===== src/rtl/rl_fifo_1r1w_ctrl.sv =====
// rl_fifo_1r1w_ctrl
// First-word-fall-through FIFO controller in front of an external 1R1W RAM
// with a 1-cycle registered read. A 2-entry output buffer (head + skid)
// hides the read latency so a word can be pushed and popped every cycle.
module rl_fifo_1r1w_ctrl #(
  parameter int ABITS = 4,
  parameter int DBITS = 32
) (
  input  logic                   clk_i,
  input  logic                   rst_ni,
  input  logic                   clear_i,
  input  logic                   push_i,
  input  logic [DBITS-1:0]       din_i,
  output logic                   full_o,
  input  logic                   pop_i,
  output logic [DBITS-1:0]       dout_o,
  output logic                   empty_o,
  output logic [ABITS+1:0]       count_o,
  output logic                   ovf_o,
  output logic                   unf_o,
  output logic [ABITS-1:0]       mem_waddr_o,
  output logic [DBITS-1:0]       mem_din_o,
  output logic                   mem_we_o,
  output logic [(DBITS+7)/8-1:0] mem_be_o,
  output logic [ABITS-1:0]       mem_raddr_o,
  input  logic [DBITS-1:0]       mem_dout_i
);

  localparam int PW  = ABITS + 1;
  localparam int BEW = (DBITS + 7) / 8;

  // Registered state
  logic [PW-1:0]    r_wptr;
  logic [PW-1:0]    r_rptr;
  logic             r_rd_pend;
  logic [1:0]       r_buf_cnt;
  logic [DBITS-1:0] r_head;
  logic [DBITS-1:0] r_skid;
  logic             r_ovf;
  logic             r_unf;

  // Combinational helpers
  logic [PW-1:0]    w_ram_cnt;
  logic             w_full;
  logic             w_empty;
  logic             w_push_acc;
  logic             w_pop_acc;
  logic             w_issue;
  logic [2:0]       w_occ;
  logic [2:0]       w_limit;
  logic [1:0]       w_buf_cnt_nxt;
  logic [DBITS-1:0] w_head_nxt;
  logic [DBITS-1:0] w_skid_nxt;

  // Flags are derived from registered pointers only, so a same-cycle pop
  // never frees RAM space for a same-cycle push.
  assign w_ram_cnt  = r_wptr - r_rptr;
  assign w_full     = (w_ram_cnt == {1'b1, {ABITS{1'b0}}});
  assign w_empty    = (r_buf_cnt == 2'd0);
  assign w_push_acc = push_i & ~w_full & ~clear_i;
  assign w_pop_acc  = pop_i & ~w_empty;

  // A read is only launched when the output buffer is guaranteed a free slot
  // by the time the word returns; buf_cnt + rd_pend never exceeds 2.
  assign w_occ   = {1'b0, r_buf_cnt} + {2'b00, r_rd_pend};
  assign w_limit = 3'd2 + {2'b00, w_pop_acc};
  assign w_issue = (w_ram_cnt != {PW{1'b0}}) & (w_occ < w_limit);

  // Output buffer next state: remove head on pop, then append the returning RAM word
  always_comb begin
    w_buf_cnt_nxt = r_buf_cnt;
    w_head_nxt    = r_head;
    w_skid_nxt    = r_skid;
    case ({w_pop_acc, r_rd_pend})
      2'b01: begin
        if (r_buf_cnt == 2'd0) begin
          w_head_nxt    = mem_dout_i;
          w_buf_cnt_nxt = 2'd1;
        end else begin
          w_skid_nxt    = mem_dout_i;
          w_buf_cnt_nxt = 2'd2;
        end
      end
      2'b10: begin
        if (r_buf_cnt == 2'd2) begin
          w_head_nxt = r_skid;
        end else begin
          w_head_nxt = r_head;
        end
        w_buf_cnt_nxt = r_buf_cnt - 2'd1;
      end
      2'b11: begin
        if (r_buf_cnt == 2'd2) begin
          w_head_nxt = r_skid;
          w_skid_nxt = mem_dout_i;
        end else begin
          w_head_nxt = mem_dout_i;
        end
        w_buf_cnt_nxt = r_buf_cnt;
      end
      default: begin
        w_buf_cnt_nxt = r_buf_cnt;
      end
    endcase
  end

  // Pointer, in-flight flag, buffer and pulse registers; clear_i restores reset state but keeps dout_o
  always_ff @(posedge clk_i or negedge rst_ni) begin
    if (!rst_ni) begin
      r_wptr    <= {PW{1'b0}};
      r_rptr    <= {PW{1'b0}};
      r_rd_pend <= 1'b0;
      r_buf_cnt <= 2'd0;
      r_head    <= {DBITS{1'b0}};
      r_skid    <= {DBITS{1'b0}};
      r_ovf     <= 1'b0;
      r_unf     <= 1'b0;
    end else if (clear_i) begin
      r_wptr    <= {PW{1'b0}};
      r_rptr    <= {PW{1'b0}};
      r_rd_pend <= 1'b0;
      r_buf_cnt <= 2'd0;
      r_ovf     <= 1'b0;
      r_unf     <= 1'b0;
    end else begin
      if (w_push_acc) begin
        r_wptr <= r_wptr + {{ABITS{1'b0}}, 1'b1};
      end
      if (w_issue) begin
        r_rptr <= r_rptr + {{ABITS{1'b0}}, 1'b1};
      end
      r_rd_pend <= w_issue;
      r_buf_cnt <= w_buf_cnt_nxt;
      r_head    <= w_head_nxt;
      r_skid    <= w_skid_nxt;
      r_ovf     <= push_i & w_full;
      r_unf     <= pop_i & w_empty;
    end
  end

  assign full_o  = w_full;
  assign empty_o = w_empty;
  assign dout_o  = r_head;
  assign ovf_o   = r_ovf;
  assign unf_o   = r_unf;
  assign count_o = {1'b0, w_ram_cnt}
                 + {{PW{1'b0}}, r_rd_pend}
                 + {{ABITS{1'b0}}, r_buf_cnt};

  // RAM ports. The read address is the read pointer itself; a read of the
  // location being written only happens when ram_cnt is zero, and that
  // returned word is never captured because no read is issued then.
  assign mem_waddr_o = r_wptr[ABITS-1:0];
  assign mem_din_o   = din_i;
  assign mem_we_o    = w_push_acc;
  assign mem_be_o    = {BEW{1'b1}};
  assign mem_raddr_o = r_rptr[ABITS-1:0];

endmodule


===== config.mk =====
export PLATFORM = sky130hd
export DESIGN_NAME = rl_fifo_1r1w_ctrl
export DESIGN_NICKNAME = d
export VERILOG_FILES = /design/src/rtl/rl_fifo_1r1w_ctrl.sv
export SDC_FILE = /design/constraint.sdc
export NUM_CORES = 1
export LEC_CHECK = 0
export BUFFER_PORTS_ARGS = -buffer_cell sky130_fd_sc_hd__buf_2
export CAP_MARGIN = 10
export CELL_PAD_IN_SITES_DETAIL_PLACEMENT = 1
export CELL_PAD_IN_SITES_GLOBAL_PLACEMENT = 1
export CORE_MARGIN = 8
export CORE_UTILIZATION = 39
export CTS_BUF_LIST = sky130_fd_sc_hd__clkbuf_4 sky130_fd_sc_hd__clkbuf_8
export DETAILED_ROUTE_END_ITERATION = 8
export PLACE_DENSITY_LB_ADDON = 0.1
export SYNTH_ARGS = -nofsm -noshare
export SYNTH_HDL_FRONTEND = slang
export SYNTH_SLANG_ARGS = --single-unit

===== constraint.sdc =====
create_clock -name clk_i -period 5.8 [get_ports clk_i]
set_clock_uncertainty 0.15 [all_clocks]
set_input_delay 1.74 -clock clk_i [delete_from_list [all_inputs] [get_ports clk_i]]
set_output_delay 1.74 -clock clk_i [all_outputs]
set_load 0.005 [all_outputs]

* After elaboration in Yosys (flattened, before gate mapping)
Index checks and enable logic that the tools add are counted. Widths: inputs -> output; s select.
Operators by class: mux-type cells 17, reductions and logical operators 9, add/subtract/negate cells 8, bitwise operators 9, equality and inequality tests 9, $lt $le $gt $ge 1
Operator list (count):
- $mux 32 | 5
- $pmux 32 s3 | 1
- $pmux 32 s2 | 1
- $mux 5 | 4
- $add 5x1->5 const B | 2
- $ne 2x2->1 const B | 4
- $reduce_and 4->1 | 2
- $add 5x1->6 | 1
- $add 6x2->6 | 1
- $and 1x1->1 | 6
- $eq 2x2->1 const B | 3
- $reduce_bool 2->1 | 3
- $reduce_bool 3->1 | 2
- $eq 5x5->1 const B | 1
- $reduce_bool 5->1 | 1
- $sub 5x5->5 | 1
- $mux 2 | 2
- $pmux 2 s2 | 1
- $add 2x1->3 | 1
- $add 2x1->3 const A | 1
- $lt 3x3->1 | 1
- $mux 1 | 3
- $not 1->1 | 3
- $eq 2x1->1 const B | 1
- other kinds (2) | 2
Storage, ports and cells: input bits 69, word-level logic and storage cells 61, bits in registers 79, output and inout bits 87

* Depth between registers and ports, before layout
Gate-level depths: netlist of the first run.
depth in word-level cells 8, gate-level depth with buffers 10, gate-level depth less buffers 9

* Worst setup path after synthesis of the first run
Ideal clock, no wire load.
path kind input to output, from input port clear_i, to output port mem_we_o, buffers on the path 1, cell stages on the path 2, arrival 2.129 ns, required time 3.910 ns, path slack 1.781 ns, cell sequence clkbuf_1 -> nor3_1
Between the ends: cells in the longest elaborated chain, start to end 2
RTL lines:
- start: declaration | line 11 | input logic clear_i,
- $not 1->1 (no line)
- $and 1x1->1 | line 60 | assign w_push_acc = push_i & ~w_full & ~clear_i;
- end: declaration | line 23 | output logic mem_we_o,
No other way between the ends.

* Worst setup path after layout of the first run
from register r_wptr[0], to output port mem_we_o
Between the ends: cells in the longest elaborated chain, start to end 5
RTL lines:
- start: declaration | line 33 | logic [PW-1:0] r_wptr;
- start signal: assignment | line 110 | r_wptr <= {PW{1'b0}};
- start signal: assignment | line 119 | r_wptr <= {PW{1'b0}};
- start signal: assignment | line 127 | r_wptr <= r_wptr + {{ABITS{1'b0}}, 1'b1};
- $sub 5x5->5 | line 57 | assign w_ram_cnt = r_wptr - r_rptr;
- $eq 5x5->1 | line 58 | assign w_full = (w_ram_cnt == {1'b1, {ABITS{1'b0}}});
- $not 1->1 | line 60
- $and 1x1->1 (2 in series) | line 60
No other way between the ends.

==> impl_results.md, run 1 <==
- Worst Slack Setup Final: 1010 ps
- Die X: 121 um
- Run status: complete, no violations
- Reg2Reg Depth: 9
- GR Overflow Total: 0
- Root Driver: clkbuf_8
- CTS clk-pin slew, worst paths: 80 ps
- Inserted Diodes: 0
- Vias post-DR: 2859
- Initial Util: 39.8%
- H-tree Lvls: 3
- WS Path Type: reg -> out
- Final Max Tran Viols: 0
- Setup Buffers After CTS: 0
- Core Rows: 38
- Final hold viol count: 0
- Fin Setup TNS: 0 ps
- First-pass GRT wire length: 16100 um
- CTS buffer count: 9
- Port bufs: 87
- Critical Path AT: 2900 ps
- Tmin final: 4790 ps
- Seq/Total Area, Yosys: 45.8%
- Hold Crit Depth: 2
- Peak VDD IR: 0.188 mV
- Syn-to-layout area delta: 9.63%
- Max Cap Viol: 0
- Vias in the first global route: 3144
- CTS tree: yes
- Post-Syn Area: 0.00432 mm2
- DR pass1 iterations: 4
- Post-DP HPWL: 6910 um
- YS warnings: 0
- Worst EP required: 3910 ps
- DP Worst Slack: 1390 ps
- Initial DRC Count: 85
- Routed WL: 9860 um
- Total GRT Usage: 13.6%
- CTS Hold Bufs: 0
- Clock latency at the later pin of the worst-skew pair: 350 ps
- Yosys cell types: 41
- Post-CTS sizing: 0
- Gpl congestion: 0.734
- Utilization after layout: 43.6%
- Die area: 0.0147 mm2
- # IOs: 156
- Mapped Avg Cell Area: 11.3 um2
- Initial antenna violation count: 1
- RSZ-0062 raised after global routing: no
- Endpoints failing setup: 0
- Peak Freq: 209 MHz
- Synthesized instance count: 383
- Final period utilization: 82.6%
- Detailed-route DRC error count: 0
- Relative max-transition margin: 29.7%
- Slew @ Worst Pin: 1050 ps
- Area fraction of the dominant cell type after synthesis: 45.8%
- Leak pwr: 2.34 nW
- PD cells: 505 mW/mm2
- Clock Sinks: 79
- Max clock buf depth: 2
- Hold Path Class: reg -> reg
- Synth area leaders: dfrtp_1, mux2_4, buf_4
- WL/cell: 17.4 um
- Die H: 121 um
- Total Power: 2.39 mW
- Pin count of the biggest net entering global routing: 80
- Vias per Instance: 5.04
- CP startpoint kind: register
- Layout cells sized above 1: 34.0%
- CP Max Fanout: 13
- Yosys reg bits: 79
- CORE AREA: 0.0108 mm2
- Cell taking the most area after synthesis: dfrtp_1
- Final nets: 505
- Endpoint class of the critical path: output port
- Detail Route Antenna Nets: 0
-- sequential cells by signal (all words and copies together), names as in the netlist --
signal and count:
r_wptr 5, r_rd_pend 1, dout_o 32, r_skid 32, r_rptr 5, ovf_o 1
unf_o 1, r_buf_cnt 2
-- worst max-delay path, cell delays in order (launching register included) --
cell      delay (ps)
dfrtp_1          430
inv_1             70
ha_1             200
inv_1             70
fa_1             490
nand3b_1         210
a211o_1          320
a211oi_2         550
nor3_1            80
buf_2            150
-- per-stage QoR --
stage / hold slack, ps / cell area [um2] / instances
2_1_floorplan: 323 / 4330 / 386
3_3_place_gp: 306 / 4480 / 551
3_5_place_dp: 319 / 4480 / 551
4_1_cts: 339 / 4730 / 567
5_1_grt: 364 / 4730 / 567
6_report: 331 / 4730 / 567
-- final timing paths --
| path | slack (ps) | start | end |
|---|---|---|---|
| worst max-delay path | 1010 | r_wptr[0]$_DFFE_PN0P_ | mem_we_o |
| worst min-delay path | 330 | dout_o[29]$_DFFE_PN0P_ | dout_o[29]$_DFFE_PN0P_ |
| worst max register to register | 2920 | r_wptr[0]$_DFFE_PN0P_ | r_wptr[2]$_DFFE_PN0P_ |
| worst min register to register | 330 | dout_o[29]$_DFFE_PN0P_ | dout_o[29]$_DFFE_PN0P_ |
| max in group asynchronous | 3440 | rst_ni | dout_o[21]$_DFFE_PN0P_ |
| min in group asynchronous | 1400 | rst_ni | dout_o[10]$_DFFE_PN0P_ |
-- metal layers --
layer | share of wire [%] | GRT usage [%] | vias up
met3 | 6.5 | 4.14 | 21
li1 | - | - | 1344
met1 | 44 | 16.8 | 1414
met4 | 1.2 | 4.01 | 2
met5 | 0.16 | 0 | -
met2 | 48 | 22.3 | 78
-- area by class of cell --
| type | count | area, um2 |
|---|---|---|
| fillers | 1194 | 6110 |
| well taps | 140 | 175 |
| inverters | 12 | 45.0 |
| clock buffers | 10 | 138 |
| clock inverters | 6 | 115 |
| repair buffers | 88 | 445 |
| multi-input cells | 232 | 1840 |
| flip-flops and latches | 79 | 1980 |
-- cell usage in the layout, fill, tap and decap left out, types with 3 or more instances in the layout --
cell        n
nor2b_1     5
mux2_2      3
nand2_1    37
mux2i_1    33
xor2_1      4
o21ai_0    45
nor2_1      6
clkbuf_8   10
a21oi_1    12
nand4_1     4
or3_1       8
nand3b_1    3
bufinv_16   3
fa_1        3
dfrtp_1    79
buf_2      86
inv_1      11
mux2_4     30
ha_1       11
conb_1      4
-- synthesized netlist by cell type --
library cell,count
nor2b_1,5
buf_2,4
a21oi_1,12
buf_12,3
or4_4,1
nor3_1,2
a211oi_2,1
xor2_1,4
nand4_1,4
clkbuf_1,10
and3_1,2
a21oi_2,1
fa_1,3
ha_1,11
buf_6,2
a2bb2oi_2,1
buf_4,44
or3_1,9
conb_1,1
o21ai_0,45
mux2_4,30
mux2_2,3
xnor2_1,1
nand3b_1,3
nor3b_1,2
inv_1,11
o31ai_1,1
nand2_1,37
a31oi_1,1
xor2_2,1
nand2b_1,2
or3b_1,1
inv_2,1
dfrtp_1,79
nand4b_1,1
nor2_1,6
mux2i_1,33
a211oi_1,1
a211o_1,1
o211a_1,1
nand3_1,2
-- report_power, final --
| part | switching (mW) | internal [mW] | total, mW | leakage, nW |
|---|---|---|---|---|
| Clock | 0.214 | 0.300 | 0.514 | 0.123 |
| Sequential | 0.140 | 0.780 | 0.920 | 0.997 |
| Combinational | 0.465 | 0.488 | 0.952 | 1.22 |
-- cell families after synthesis --
| kind of cell | synth area share, % |
|---|---|
| flops | 45.8 |
| simple gates | 8.93 |
| buf+inv | 11.9 |
| mux | 18.9 |
| compound gates | 8.38 |
| fa+ha+maj | 4.58 |
| xor+xnor | 1.39 |
| other cells | 0.0869 |
Power figures use the tool's default switching activity.
==> run 2: changes to the inputs <==
==> constraint.sdc (replaced) <==
create_clock -name clk_i -period 4.7 [get_ports clk_i]
set_clock_uncertainty 0.15 [all_clocks]
set_input_delay 1.41 -clock clk_i [delete_from_list [all_inputs] [get_ports clk_i]]
set_output_delay 1.41 -clock clk_i [all_outputs]
set_load 0.005 [all_outputs]
==> run 2 against run 1 <==
Total power rose by 21%. Cell area fell by 0.40%. Die area did not move. Utilization fell by 0.17 points. Clock power rose by 12%. Critical path depth did not move. Setup slack got worse by 470 ps. Largest power group unchanged. Highest routed layer unchanged.
==> impl_results.md, run 2 (synthesized netlist as in run 1, its figures left out) <==
- Post-DP HPWL: 6870 um (-0.71%)
- Die area: 0.0147 mm2 (unchanged)
- CTS clk-pin slew, worst paths: 90 ps (about the same)
- Root Driver: clkbuf_8
- Worst EP required: 3140 ps (-770 ps)
- Critical Path, Cell by Cell: inv_1 > ha_1 > inv_1 > fa_1 > nand3b_1 > a211o_1 > a211oi_2 > nor3_1 > buf_2
- Critical path's top delay family: adder cells
- Clock Sinks: 79 (unchanged)
- Setup Buffers After CTS: 0 (unchanged)
- DP Cell Count: 553 (+0.36%)
- WS Path Type: reg -> out
- WL/cell: 17.2 um (-1.3%)
- Inserted Diodes: 0 (unchanged)
- Final hold viol count: 0 (unchanged)
- Endpoints failing setup: 0 (unchanged)
- RSZ-0062 raised after global routing: no
- Met3 wire length: 607 um (-5.3%)
- PD cells: 613 mW/mm2 (+21%)
- Vias post-DR: 2835 (-0.84%)
- CTS Hold Bufs: 0 (unchanged)
- Max Cap Viol: 0 (unchanged)
- CORE AREA: 0.0108 mm2 (unchanged)
- CP startpoint kind: register
- Die H: 121 um (unchanged)
- Post-CTS sizing: 0 (unchanged)
- Peak VDD IR: 0.182 mV (-3.1%)
- Routed WL: 9750 um (-1.1%)
- Peak Freq: 240 MHz
- # IOs: 156 (unchanged)
- Total GRT Usage: 13.7% (+0.14 points)
- Pin count of the biggest net entering global routing: 65 (-19%)
- Detailed-route DRC error count: 0 (unchanged)
- Critical Path AT: 2600 ps (-300 ps)
- Max clock buf depth: 2 (unchanged)
- Most used cell along the critical path: inv_1
- Relative max-transition margin: 31.0% (+1.3 points)
- H-tree Lvls: 3 (unchanged)
- Layout cells sized above 1: 34.1% (+0.15 points)
- Core Rows: 38 (unchanged)
- CTS tree: yes
- Initial antenna violation count: 1 (unchanged)
- WL met2: 4510 um (-4.1%)
- Crit-path max cell delay: 480 ps (-70 ps)
- Leak pwr: 2.34 nW (-0.18%)
- Run status: complete, no violations
- Port bufs: 87 (unchanged)
- DR pass1 iterations: 4 (unchanged)
- CP Max Fanout: 6 (-7)
- WL met1: 4500 um (+2.7%)
- Final period utilization: 88.5%
- Final cell count without fillers: 568 (+0.18%)
- Initial DRC Count: 96 (+13%)
- Endpoint class of the critical path: output port
- Slew @ Worst Pin: 1040 ps (-19.4 ps)
- Hold WS: 333 ps (+2.04 ps)
- CTS buffer count: 9 (unchanged)
- Final nets: 507 (+0.40%)
- Top routing layer in use: met5
- Initial Util: 39.8% (unchanged)
- Vias in the first global route: 3128 (-0.51%)
- Utilization after layout: 43.5% (-0.17 points)
- Detail Route Antenna Nets: 0 (unchanged)
- GR Overflow Total: 0 (unchanged)
- Final Max Tran Viols: 0 (unchanged)
- Vias per Instance: 4.99 (-1.0%)
- Die X: 121 um (unchanged)
- Tmin final: 4160 ps
- CP max stage cell: fa_1
- Syn-to-layout area delta: 9.19%
- Gpl congestion: 0.771 (+5.1%)
- Commonest non-fill, non-tap cell in the layout: buf_2
- First-pass GRT wire length: 16300 um (+1.0%)
- Worst path bufs/invs: 3 (unchanged)
- Fin Setup TNS: 0 ps (unchanged)
- Hold Path Class: reg -> reg
- Commonest cells after routing, fill and taps aside: buf_2, dfrtp_1, o21ai_0, nand2_1, mux2i_1
- Total Power: 2.89 mW (+21%)
- Clock latency at the later pin of the worst-skew pair: 350 ps (about the same)
[run 2: cell count changes in the layout (fill, tap and decap cells not counted)]
cell and change:
bufinv_16 -1, buf_4 +2, clkinv_4 -1, clkinv_2 +1
[run 2: through the flow]
step	setup WS (ps)	cell area (um2)
global route	403	4710
CTS	493	4710
floorplan	1050	4330
global placement	948	4490
finish	541	4710
detailed placement	898	4490
[run 2: power by group]
| part | switching [mW] | internal, mW | leakage (nW) |
|---|---|---|---|
| clock network | 0.262 | 0.312 | 0.109 |
| logic | 0.571 | 0.608 | 1.23 |
| registers | 0.171 | 0.963 | 0.997 |
[run 2: final cells by class]
cell class	count	area (um2)
Timing Repair Buffer	90	460
Inverter	12	45.0
Fill cell	1223	6130
Clock buffer	10	138
Tap cell	140	175
Multi-Input combinational cell	232	1840
Clock inverter	5	81.3
Sequential cell	79	1980
[run 2: worst paths after layout]
kind / from / end / slack (ps) / cells after the start
max: r_wptr[0]$_DFFE_PN0P_ / mem_we_o / 540 / 9
min: dout_o[29]$_DFFE_PN0P_ / dout_o[29]$_DFFE_PN0P_ / 330 / 2
max reg2reg: r_wptr[0]$_DFFE_PN0P_ / r_rptr[0]$_DFFE_PN0P_ / 1980 / 9
min reg2reg: dout_o[29]$_DFFE_PN0P_ / dout_o[29]$_DFFE_PN0P_ / 330 / 2
max in group asynchronous: rst_ni / r_skid[16]$_DFFE_PN0P_ / 2630 / 2
min in group asynchronous: rst_ni / dout_o[10]$_DFFE_PN0P_ / 970 / 1
[run 2: worst min-delay path: cells and delay by family (launching register included)]
| kind | cells | cell delay, ps |
|---|---|---|
| compound gates | 1 | 60 |
| flops | 1 | 350 |
| simple gates | 1 | 50 |
[run 2: metal layers]
layer | track usage, % | up-vias
li1 | - | 1346
met1 | 17.7 | 1387
met2 | 21.9 | 81
met3 | 3.58 | 19
met4 | 4.47 | 2
met5 | 0 | -
==> run 3: changes to the inputs <==
==> constraint.sdc (replaced) <==
create_clock -name clk_i -period 5.3 [get_ports clk_i]
set_clock_uncertainty 0.15 [all_clocks]
set_input_delay 1.59 -clock clk_i [delete_from_list [all_inputs] [get_ports clk_i]]
set_output_delay 1.59 -clock clk_i [all_outputs]
set_load 0.005 [all_outputs]
==> run 3 against run 2 <==
Clock power fell by 22%. Cell area shrank 0.93%. Utilization down 0.40 points. Largest cell class unchanged.
==> impl_results.md, run 3 (synthesized netlist as in run 1, its figures left out) <==
- Vias post-DR: 2839 (+0.14%)
- GR Overflow Total: 0 (unchanged)
- Post-CTS sizing: 0 (unchanged)
- Hold Crit Depth: 2 (unchanged)
- Total Power: 2.49 mW (-14%)
- Worst EP required: 3560 ps (+420 ps)
- Endpoints failing setup: 0 (unchanged)
- Vias per Instance: 5.02 (+0.49%)
- Clock Sinks: 79 (unchanged)
- DR pass1 iterations: 4 (unchanged)
- Initial Util: 39.8% (unchanged)
- Core Rows: 38 (unchanged)
- Peak Freq: 215 MHz
- Final Max Tran Viols: 0 (unchanged)
- Die area: 0.0147 mm2 (unchanged)
- PD cells: 534 mW/mm2 (-13%)
- Routed WL: 9740 um (about the same)
- Final period utilization: 87.6%
- First-pass GRT wire length: 16400 um (+1.1%)
- Setup Buffers After CTS: 0 (unchanged)
- CP startpoint kind: register
- Die X: 121 um (unchanged)
- Max Cap Viol: 0 (unchanged)
- Die H: 121 um (unchanged)
- Gpl congestion: 0.736 (-4.5%)
- RSZ-0062 raised after global routing: no
- Commonest cells after routing, fill and taps aside: buf_2, dfrtp_1, o21ai_0, nand2_1, mux2i_1
- Inserted Diodes: 0 (unchanged)
- # IOs: 156 (unchanged)
- CTS Hold Bufs: 0 (unchanged)
- Run status: complete, no violations
- Detail Route Antenna Nets: 0 (unchanged)
- Final nets: 505 (-0.39%)
- Slew @ Worst Pin: 1060 ps (+22.4 ps)
- Port bufs: 87 (unchanged)
- Initial antenna violation count: 0 (-1)
- CP Max Fanout: 13 (+7)
- Final hold viol count: 0 (unchanged)
- Commonest non-fill, non-tap cell in the layout: buf_2
- Endpoint class of the critical path: output port
- CTS tree: yes
- Leak pwr: 2.31 nW (-1.1%)
- Critical Path AT: 2900 ps (+300 ps)
- Syn-to-layout area delta: 8.18%
- Initial DRC Count: 108 (+13%)
- Hold path endpoint: dout_o[2]$_DFFE_PN0P_
- Detailed-route DRC error count: 0 (unchanged)
- Peak VDD IR: 0.182 mV (about the same)
- Layout cells sized above 1: 33.8% (-0.31 points)
- WL/cell: 17.2 um (+0.32%)
- Root Driver: clkbuf_8
- Reg2Reg Depth: 9 (unchanged)
- Vias in the first global route: 3123 (-0.16%)
- CORE AREA: 0.0108 mm2 (unchanged)
- Hold wc startpoint: dout_o[2]$_DFFE_PN0P_
- Max clock buf depth: 2 (unchanged)
- Worst R2R Setup Slack: 2400 ps (+420 ps)
- Fin Setup TNS: 0 ps (unchanged)
- H-tree Lvls: 3 (unchanged)
- RR Startpoint: r_wptr[0]$_DFFE_PN0P_
- Relative max-transition margin: 29.5% (-1.5 points)
- Tmin final: 4640 ps
- Pin count of the biggest net entering global routing: 80 (+23%)
- Clock latency at the later pin of the worst-skew pair: 350 ps (about the same)
- R2r endpoint: r_wptr[2]$_DFFE_PN0P_
- Total GRT Usage: 13.8% (+0.11 points)
- WS Path Type: reg -> out
- CTS buffer count: 9 (unchanged)
- Post-DP HPWL: 6670 um (-2.8%)
- CTS clk-pin slew, worst paths: 80 ps (about the same)
- Hold Path Class: reg -> reg
-- run 3: per-layer routing --
layer / GRT usage, % / wire length, um / share of wire [%]
met3: 4.65 / 637 / 6.5
met2: 22.0 / 4590 / 47
met5: 0 / 0 / 0
met1: 17.9 / 4430 / 45
met4: 2.85 / 83 / 0.85
-- run 3: worst max-delay path by stage --
| stage | startpoint | to | slack, ps |
|---|---|---|---|
| detailed placement | r_wptr[0]$_DFFE_PN0P_ | mem_we_o | 1010 |
| global route | r_wptr[0]$_DFFE_PN0P_ | mem_we_o | 420 |
| global placement | r_wptr[0]$_DFFE_PN0P_ | mem_we_o | 1110 |
| CTS | r_wptr[0]$_DFFE_PN0P_ | mem_we_o | 620 |
| floorplan | r_wptr[0]$_DFFE_PN0P_ | mem_we_o | 1470 |
| finish | r_wptr[0]$_DFFE_PN0P_ | mem_we_o | 660 |
-- run 3: area by class of cell --
class | instances | area, um2
inverter | 12 | 45.0
timing repair buffer | 88 | 445
sequential | 79 | 1980
tap | 140 | 175
clock inverter | 5 | 58.8
multi-input combinational | 232 | 1840
fill | 1219 | 6170
clock buffer | 10 | 131
-- run 3: critical path: stages, from the launching register on --
cell and delay [ps]:
dfrtp_1 430, inv_1 60, ha_1 200, inv_1 70, fa_1 480, nand3b_1 190
a211o_1 310, a211oi_2 570, nor3_1 90, buf_2 150
-- run 3: per-stage QoR --
| stage | setup WS (ps) | instances | util (%) | hold WS [ps] | area, um2 |
|---|---|---|---|---|---|
| final | 660 | 566 | 43.1 | 330 | 4670 |
| after global routing | 419 | 566 | 43.1 | 356 | 4670 |
| after CTS | 616 | 566 | 43.1 | 337 | 4670 |
| after detailed placement | 1010 | 551 | 41.3 | 316 | 4480 |
| after global placement | 1110 | 551 | 41.3 | 306 | 4480 |
| after floorplan | 1470 | 386 | - | 323 | 4330 |
-- run 3: power breakdown --
group,internal [mW],switching (mW)
logic,0.534,0.503
registers,0.854,0.150
clock network,0.221,0.229
